<file path="src/rtl/product_accumulator.sv">
// product_accumulator
// Accumulates COUNT unsigned 8-bit products per frame and presents the
// frame sum with a sticky overflow flag, using a valid/ready handshake on
// both sides.
// Optional build macro PRODUCT_ACCUMULATOR_SATURATE_EN: when defined, the
// accumulator clamps to all-ones on carry-out instead of wrapping.
module product_accumulator #(
  parameter int ACC_W = 12,
  parameter int COUNT = 4
) (
  input  logic             clk,
  input  logic             rst,
  input  logic             clr,
  input  logic [7:0]       prod,
  input  logic             in_valid,
  output logic             in_ready,
  output logic [ACC_W-1:0] sum,
  output logic             out_valid,
  input  logic             out_ready,
  output logic             ovf
);

  typedef enum logic {
    ACCUM = 1'b0,
    HOLD  = 1'b1
  } state_t;

  localparam logic [7:0] LAST_CNT = 8'(COUNT - 1);

  state_t           state;
  state_t           state_next;
  logic [ACC_W-1:0] acc;
  logic [7:0]       cnt;
  logic             ovf_pend;
  logic             accept;
  logic             last_accept;
  logic [ACC_W:0]   add_full;
  logic             carry;
  logic [ACC_W-1:0] add_res;

  // Handshake outputs follow the state directly, so an asynchronous reset
  // shows up on in_ready/out_valid without waiting for a clock edge.
  assign in_ready  = (state == ACCUM);
  assign out_valid = (state == HOLD);

  // A clear in the same cycle as a valid product wins and discards it.
  assign accept      = in_valid && in_ready && !clr;
  assign last_accept = accept && (cnt == LAST_CNT);

  assign add_full = {1'b0, acc} + {{(ACC_W - 7){1'b0}}, prod};
  assign carry    = add_full[ACC_W];

`ifdef PRODUCT_ACCUMULATOR_SATURATE_EN
  // Once clamped at all-ones, any further non-zero product carries again,
  // so the accumulator stays pinned for the rest of the frame.
  assign add_res = carry ? {ACC_W{1'b1}} : add_full[ACC_W-1:0];
`else
  assign add_res = add_full[ACC_W-1:0];
`endif

  // State register.
  always_ff @(posedge clk or posedge rst) begin
    if (rst) begin
      state <= ACCUM;
    end else begin
      state <= state_next;
    end
  end

  // Next-state logic: leave ACCUM on the last product, leave HOLD on
  // downstream acceptance or on a clear that drops the result.
  always_comb begin
    state_next = state;
    case (state)
      ACCUM: if (last_accept) state_next = HOLD;
      HOLD:  if (clr || out_ready) state_next = ACCUM;
      default: state_next = ACCUM;
    endcase
  end

  // Accumulator datapath: sum and ovf are only written when a frame
  // completes, so they stay stable for the whole HOLD period.
  always_ff @(posedge clk or posedge rst) begin
    if (rst) begin
      acc      <= '0;
      cnt      <= '0;
      ovf_pend <= 1'b0;
      sum      <= '0;
      ovf      <= 1'b0;
    end else if (state == ACCUM) begin
      if (clr) begin
        acc      <= '0;
        cnt      <= '0;
        ovf_pend <= 1'b0;
      end else if (last_accept) begin
        sum      <= add_res;
        ovf      <= ovf_pend | carry;
        acc      <= '0;
        cnt      <= '0;
        ovf_pend <= 1'b0;
      end else if (accept) begin
        acc      <= add_res;
        cnt      <= cnt + 8'd1;
        ovf_pend <= ovf_pend | carry;
      end
    end
  end

endmodule

</file>
<file path="config.mk">
export PLATFORM = sky130hd
export DESIGN_NAME = product_accumulator
export DESIGN_NICKNAME = d
export VERILOG_FILES = /design/src/rtl/product_accumulator.sv
export SDC_FILE = /design/constraint.sdc
export NUM_CORES = 1
export LEC_CHECK = 0
export CAP_MARGIN = 20
export CELL_PAD_IN_SITES_DETAIL_PLACEMENT = 1
export CELL_PAD_IN_SITES_GLOBAL_PLACEMENT = 1
export CORE_MARGIN = 2
export CORE_UTILIZATION = 41
export CTS_CLUSTER_SIZE = 40
export DETAILED_ROUTE_END_ITERATION = 7
export PLACE_DENSITY = 0.82
export SLEW_MARGIN = 20
export SYNTH_ARGS = -nofsm -noshare
export SYNTH_HDL_FRONTEND = slang
export SYNTH_SLANG_ARGS = --single-unit
</file>
<file path="constraint.sdc">
create_clock -name clk -period 2.5 [get_ports clk]
set_clock_uncertainty 0.1 [all_clocks]
set_input_delay 0.5 -clock clk [delete_from_list [all_inputs] [get_ports clk]]
set_output_delay 0.5 -clock clk [all_outputs]
set_load 0.05 [all_outputs]
</file>
==> results of run 1 <==
[routing by layer]
| layer | share of wire [%] | track usage [%] | up-vias | wire length (µm) |
|---|---|---|---|---|
| li1 | - | - | 852 | - |
| met1 | 50 | 29.4 | 870 | 2570 |
| met2 | 47 | 32.7 | 21 | 2430 |
| met3 | 2.6 | 3.98 | 7 | 135 |
| met4 | 1.0 | 6.06 | 0 | 53 |
| met5 | 0 | 0 | - | 0 |
[cells by family (layout without fill, tap and decap cells)]
group                    count (synthesis)  after routing  share of synthesized area (%)
flip-flops                              35             35                           43.9
AO/OA/AOI/OAI                           71             71                           23.2
adder cells (fa/ha/maj)                 10             10                           6.65
AND/OR/NAND/NOR                         77             77                           20.0
buffers and inverters                   16             49                           3.89
multiplexers                             2              2                           1.07
XOR/XNOR                                 3              3                           1.32
[tightest hold or removal path, delay by kind of cell, from the launching register on]
| kind | cells | cell delay, ns |
|---|---|---|
| AND/OR/NAND/NOR | 2 | 0.10 |
| flip-flops | 1 | 0.34 |
[final cells by class]
cell class | instances | share of cell area, %
flip-flops and latches | 35 | 36.2
inverters | 8 | 1.24
multi-input cells | 163 | 43.1
repair buffers | 35 | 13.7
clock buffers | 6 | 3.00
well taps | 54 | 2.79
[stage by stage]
stage | setup slack (ns) | cells | util [%] | power [W] | setup TNS [ns]
2_1_floorplan | 0.464 | 214 | - | 0.000987 | 0
3_3_place_gp | -0.104 | 295 | 50.0 | 0.00114 | -0.520
3_5_place_dp | -0.255 | 295 | 50.0 | 0.00115 | -1.20
4_1_cts | 0.0317 | 301 | 51.5 | 0.00154 | 0
5_1_grt | 0.00167 | 301 | 51.6 | 0.00160 | 0
6_report | 0.150 | 301 | 51.6 | 0.00152 | 0
[cells in the mapped netlist (all sizes together), types with 2 or more instances]
cell type and count:
a31oi 3, ha 9, xnor2 2, a21oi 14
inv 8, nand2 31, nand4 8, nor3 8
a22o 5, nor2 7, o21ai 23, a21boi 2
o211ai 3, o2111ai 2, o31ai 6, clkbuf 3
a21o 3, buf 5, a211o 2, dfrtp 35
nand3 11, and3 7, o21a 3
[registers in the layout, summed over array words and instances (netlist names)]
register / flops
acc: 12
cnt: 8
out_valid: 1
ovf: 1
ovf_pend: 1
sum: 12
[power groups by stage]
| stage | clock (W) | combinational [W] | sequential [W] |
|---|---|---|---|
| final | 0.000378 | 0.000481 | 0.000659 |
| after floorplan | 0 | 0.000205 | 0.000782 |
| after global routing | 0.000411 | 0.000522 | 0.000668 |
| after CTS | 0.000394 | 0.000483 | 0.000660 |
| after detailed placement | 0 | 0.000481 | 0.000669 |
| after global placement | 0 | 0.000469 | 0.000667 |
[repair_timing]
action / 4_1_cts / 5_1_grt
gates resized for setup: 0 / 2
hold buffers: 0 / 0
setup endpoints to repair: 0 / 3
[worst paths after layout]
kind | from | endpoint | slack, ns | depth (start not counted)
worst max-delay path | prod[0] | ovf_pend | 0.15 | 10
worst min-delay path | sum[3] | sum[3] | 0.38 | 2
worst max register to register | cnt[0] | sum[6] | 0.44 | 5
worst min register to register | sum[3] | sum[3] | 0.38 | 2
max in group asynchronous | rst | acc[9] | 1.44 | 3
min in group asynchronous | rst | sum[2] | 0.52 | 3
==> flow_summary.json, run 1 <==
{
  "drive_gt1_share_pct": 9.31,
  "nNetsFinal": 271,
  "required_ns": 2.60,
  "vias_per_cell": 5.81,
  "status": "complete, no violations",
  "path_delay_family": "buffers and inverters",
  "grt_max_degree": 36,
  "drtPass1Iterations": 4,
  "cp-start-kind": "input pin",
  "regArea_um2": 876,
  "n_antenna_cell": 0,
  "routed_wl_mm": 5.18,
  "p_comb_share_pct": 31.7,
  "mostFrequentLayoutCells": "35 x dfrtp_1, 31 x nand2_1, 27 x clkdlybuf4s50_1",
  "grt_usage_pct": 20.9,
  "synth_area_per_cell_um2": 9.32,
  "path_cells": "clkdlybuf4s50_1, ha_1, inv_1, fa_1, nor2b_2, o31ai_2, a21oi_1, buf_4, o211ai_1, o21ai_0",
  "synth_top_area_share_pct": 43.9,
  "crit_type": "in2reg",
  "grt_pass1_wl_mm": 8.66,
  "fin_area_um2": 2420,
  "cpPeakStageDelay_ns": 0.46,
  "powerDensity_nw_per_um2": 628,
  "cellLeakagePower_nw": 1.08,
  "hp-class": "reg2reg",
  "cts_num_sinks": 35,
  "fin_crit_ns": 2.35,
  "synthFlopType": "dfrtp_1",
  "ys_ff_latch": 35,
  "netSwitchingPower_w": 0.000532,
  "synth_edf_count": 0,
  "die_area_um2": 5440,
  "hold_viol_final": 0,
  "p_int_w": 0.000987,
  "yosysWarnings": 0,
  "grt_setup_unrepaired": "false",
  "tritoncts": "built",
  "grt_antenna_before_repair": 0,
  "cp_max_fo": 5,
  "cts_buffers": 5,
  "synth_seq_area_share_pct": 43.9,
  "placed_area_um2": 2340,
  "post_cts_buffers": 0,
  "synth.net_count": 237,
  "synth_cells": 214,
  "insertion_delay_ns": 0.28,
  "synth_area_leaders": "dfrtp_1 44%, nand2_1 5.8%, ha_1 5.6%",
  "drv_slew": 0,
  "ant_nets": 0,
  "worst-path-buf-inv": 3,
  "cts_max_path_buffers": 2,
  "fillers": 549,
  "vias": 1750,
  "htreeDepth": 2,
  "place_hpwl_mm": 3.72,
  "drt_iter0_drc": 112,
  "maxSlewHeadroom_pct": 66.0,
  "place_congestion": 0.793,
  "port_buffers": 27,
  "setup_viol_count_final": 0,
  "cp-end-kind": "flop",
  "die_x_um": 73.7,
  "route.detailed.drc": 0,
  "drv_cap": 0,
  "final_common_cell": "dfrtp_1",
  "worst_ir_drop_vdd_mv": 0.333,
  "seq_power_share_pct": 43.4,
  "p_sw_share_pct": 35.0,
  "start_util_pct": 42.5,
  "crit_slowest_cell": "clkdlybuf4s50_1",
  "syn2layout_area_growth_pct": 21.3,
  "fp.coreArea_um2": 4690,
  "fmax_mhz": 426,
  "syn_area_um2": 1990,
  "ys_types": 45,
  "grt_pass1_vias": 1789,
  "tightest_slew_ns": 0.508,
  "hold_ws_ns": 0.376,
  "clkTransAtPathRegs_ns": 0.07,
  "grt_remaining_overflow": 0,
  "drt-wirelength-per-cell_um": 17.2,
  "arrival_ns": 2.45,
  "yosys.area.top_type": "dfrtp_1",
  "die_h_um": 73.7,
  "multi_input_area_um2": 1040,
  "rows": 25,
  "clockPowerShare_pct": 24.9,
  "clock-root-buffer": "clkbuf_8",
  "ios": 28,
  "fin_crit_sh_pct": 94.0,
  "async_flop_share_pct": 100
}
(Power assumes the default switching activity.)
==> inputs of run 2 (changes only) <==
--- a/config.mk
+++ b/config.mk
@@ -5,15 +5,17 @@
 export SDC_FILE = /design/constraint.sdc
 export NUM_CORES = 1
 export LEC_CHECK = 0
+export ABC_AREA = 1
 export CAP_MARGIN = 20
 export CELL_PAD_IN_SITES_DETAIL_PLACEMENT = 1
 export CELL_PAD_IN_SITES_GLOBAL_PLACEMENT = 1
 export CORE_MARGIN = 2
-export CORE_UTILIZATION = 41
+export CORE_UTILIZATION = 40
 export CTS_CLUSTER_SIZE = 40
 export DETAILED_ROUTE_END_ITERATION = 7
-export PLACE_DENSITY = 0.82
+export PLACE_DENSITY = 0.83
 export SLEW_MARGIN = 20
 export SYNTH_ARGS = -nofsm -noshare
 export SYNTH_HDL_FRONTEND = slang
 export SYNTH_SLANG_ARGS = --single-unit
+export TNS_END_PERCENT = 10
==> run 2 against run 1 <==
Core utilization down 1.7 points. Sequential power hardly changed. Synthesized cell count grew 28%. Final cell count rose by 26%. First-iteration DRC count decreased by 21%. Non-clock buffer count down 4. Count of clock-buffer cells in the layout stayed put. Sequential share of layout area decreased by 1.4 points. Hold slack better by 0.0066 ns. Clock power is 9.0% higher. Via count grew 8.1%. Register-to-register slack better by 0.13 ns. Critical endpoint is now ovf. Highest routed layer unchanged.
==> flow_summary.json, run 2 <==
{
  "die_h_um": 75.9,
  "p_sw_share_pct": 37.1,
  "place_hpwl_mm": 4.26,
  "synth_most_common_cell": "nand2_1",
  "synth_area_leaders": "dfrtp_1 42%, nand2_1 19%, nand3_1 5.6%",
  "post_cts_buffers": 0,
  "arrival_ns": 2.36,
  "yosys.area.top_type": "dfrtp_1",
  "ctsHoldBuffers": 0,
  "die_x_um": 75.9,
  "rows": 26,
  "p_int_w": 0.000989,
  "path_delay_family": "simple AND/OR/NAND/NOR gates",
  "synth_area_per_cell_um2": 7.58,
  "drive_gt1_share_pct": 7.77,
  "rrSetupSlack_ns": 0.57,
  "synth.net_count": 296,
  "p_total_w": 0.00157,
  "synth_cells": 273,
  "cpPeakStageDelay_ns": 0.46,
  "die_area_um2": 5770,
  "tightest_slew_ns": 0.504,
  "vias": 1891,
  "grt_pass1_vias": 2056,
  "drt-wirelength-per-cell_um": 14.7,
  "place_congestion": 0.844,
  "ys_ff_latch": 35,
  "synth_top_area_share_pct": 42.3,
  "setup_viol_count_final": 0,
  "utilization_pct": 49.9,
  "nNetsFinal": 331,
  "drv_slew": 0,
  "path_cells": "clkdlybuf4s50_1, ha_1, inv_1, fa_1, inv_1, nand3_1, nand3_1, nand2_1, nand2_1, nand3_1, nand2_1, nand2_1, nand2_1",
  "p_comb_share_pct": 31.9,
  "clock-root-buffer": "clkbuf_8",
  "powerDensity_nw_per_um2": 625,
  "drt_iter0_drc": 89,
  "route.detailed.drc": 0,
  "cp_max_fo": 3,
  "drtPass1Iterations": 4,
  "synthFlopType": "dfrtp_1",
  "insertion_delay_ns": 0.29,
  "synth_edf_count": 0,
  "clockPowerShare_pct": 26.2,
  "worst-path-buf-inv": 3,
  "grt_remaining_overflow": 0,
  "grt_max_degree": 36,
  "cts_buffers": 5,
  "fin_crit_ns": 2.23,
  "critPathMostFrequentCell": "nand2_1",
  "seq_power_share_pct": 41.9,
  "grt_antenna_before_repair": 0,
  "synth_seq_area_share_pct": 42.3,
  "async_flop_share_pct": 100,
  "ys_top_cells_by_count": "105 x nand2_1, 35 x dfrtp_1, 30 x inv_1",
  "ios": 28,
  "placed_area_um2": 2430,
  "cp-start-kind": "input pin",
  "fp.coreArea_um2": 5040,
  "clkTransAtPathRegs_ns": 0.07,
  "grt_usage_pct": 20.9,
  "grt_pass1_wl_mm": 9.67,
  "htreeDepth": 2,
  "start_util_pct": 41.0,
  "postCtsResizedCells": 0,
  "cts_max_path_buffers": 2,
  "syn_area_um2": 2070,
  "final_common_cell": "nand2_1",
  "status": "complete, no violations",
  "mostFrequentLayoutCells": "105 x nand2_1, 35 x dfrtp_1, 30 x inv_1",
  "routed_wl_mm": 5.56,
  "n_antenna_cell": 0,
  "syn2layout_area_growth_pct": 21.5,
  "crit_type": "in2reg",
  "vias_per_cell": 4.99,
  "tritoncts": "built",
  "ys_types": 31,
  "port_buffers": 27,
  "crit_slowest_cell": "clkdlybuf4s50_1",
  "grt_setup_unrepaired": "false",
  "fin_crit_sh_pct": 89.2,
  "drv_cap": 0,
  "ant_nets": 0,
  "hp-class": "reg2reg",
  "netSwitchingPower_w": 0.000584,
  "maxSlewHeadroom_pct": 66.3,
  "yosysWarnings": 0,
  "fin_area_um2": 2510,
  "worst_ir_drop_vdd_mv": 0.304,
  "hold_viol_final": 0,
  "fmax_mhz": 449,
  "cellLeakagePower_nw": 1.31,
  "cp-end-kind": "flop",
  "reg_top3": "acc x12, sum x12, cnt x8",
  "cts_num_sinks": 35,
  "required_ns": 2.63
}
## run 2: cell families after synthesis
family          count (synthesis)  synth area share [%]
simple gates                  161                  33.7
buf+inv                        37                  7.50
flops                          35                  42.3
compound gates                 25                  7.92
fa+ha+maj                      10                  6.41
xor+xnor                        5                  2.12
## run 2: power by group through the flow
stage	Clock [W]	Sequential (W)	Combinational, W
floorplan	0	0.000770	0.000232
global placement	0	0.000668	0.000492
detailed placement	0	0.000672	0.000503
CTS	0.000424	0.000662	0.000506
global route	0.000447	0.000670	0.000552
finish	0.000412	0.000660	0.000501
## run 2: through the flow
step	hold slack (ns)	setup WS (ns)	cells	TNS, ns
after floorplan	0.353	0.622	273	0
after global placement	0.365	0.0440	371	0
after detailed placement	0.370	-0.0511	371	-0.163
after CTS	0.388	0.260	379	0
after global routing	0.422	0.0882	379	0
final	0.383	0.271	379	0
## run 2: per-layer routing
layer | track usage (%) | wire (µm) | share of wire, %
met1 | 24.6 | 2400 | 43
met2 | 38.6 | 2950 | 53
met3 | 3.93 | 138 | 2.5
met4 | 6.36 | 63 | 1.1
met5 | 0 | 0 | 0
## run 2: path summary, 6_finish.rpt
| path | start | endpoint | depth (start not counted) |
|---|---|---|---|
| max | prod[0] | ovf | 13 |
| min | sum[5] | sum[5] | 2 |
| max reg2reg | cnt[0] | sum[10] | 7 |
| min reg2reg | sum[5] | sum[5] | 2 |
| max in group asynchronous | rst | acc[1] | 3 |
| min in group asynchronous | rst | acc[4] | 3 |
## run 2: area by class of cell
class,count,area (µm²)
Clock inverter,2,12.5
Clock buffer,6,72.6
Timing Repair Buffer,31,300
Inverter,34,128
Sequential cell,35,876
Multi-Input combinational cell,201,1040
Tap cell,70,87.6
Fill cell,651,2530
## run 2: worst reg2reg max path: cells and delay by family (launching register included)
family	cells	cell delay [ns]
flops	1	0.41
simple gates	5	0.72
fa+ha+maj	1	0.24
buf+inv	1	0.36
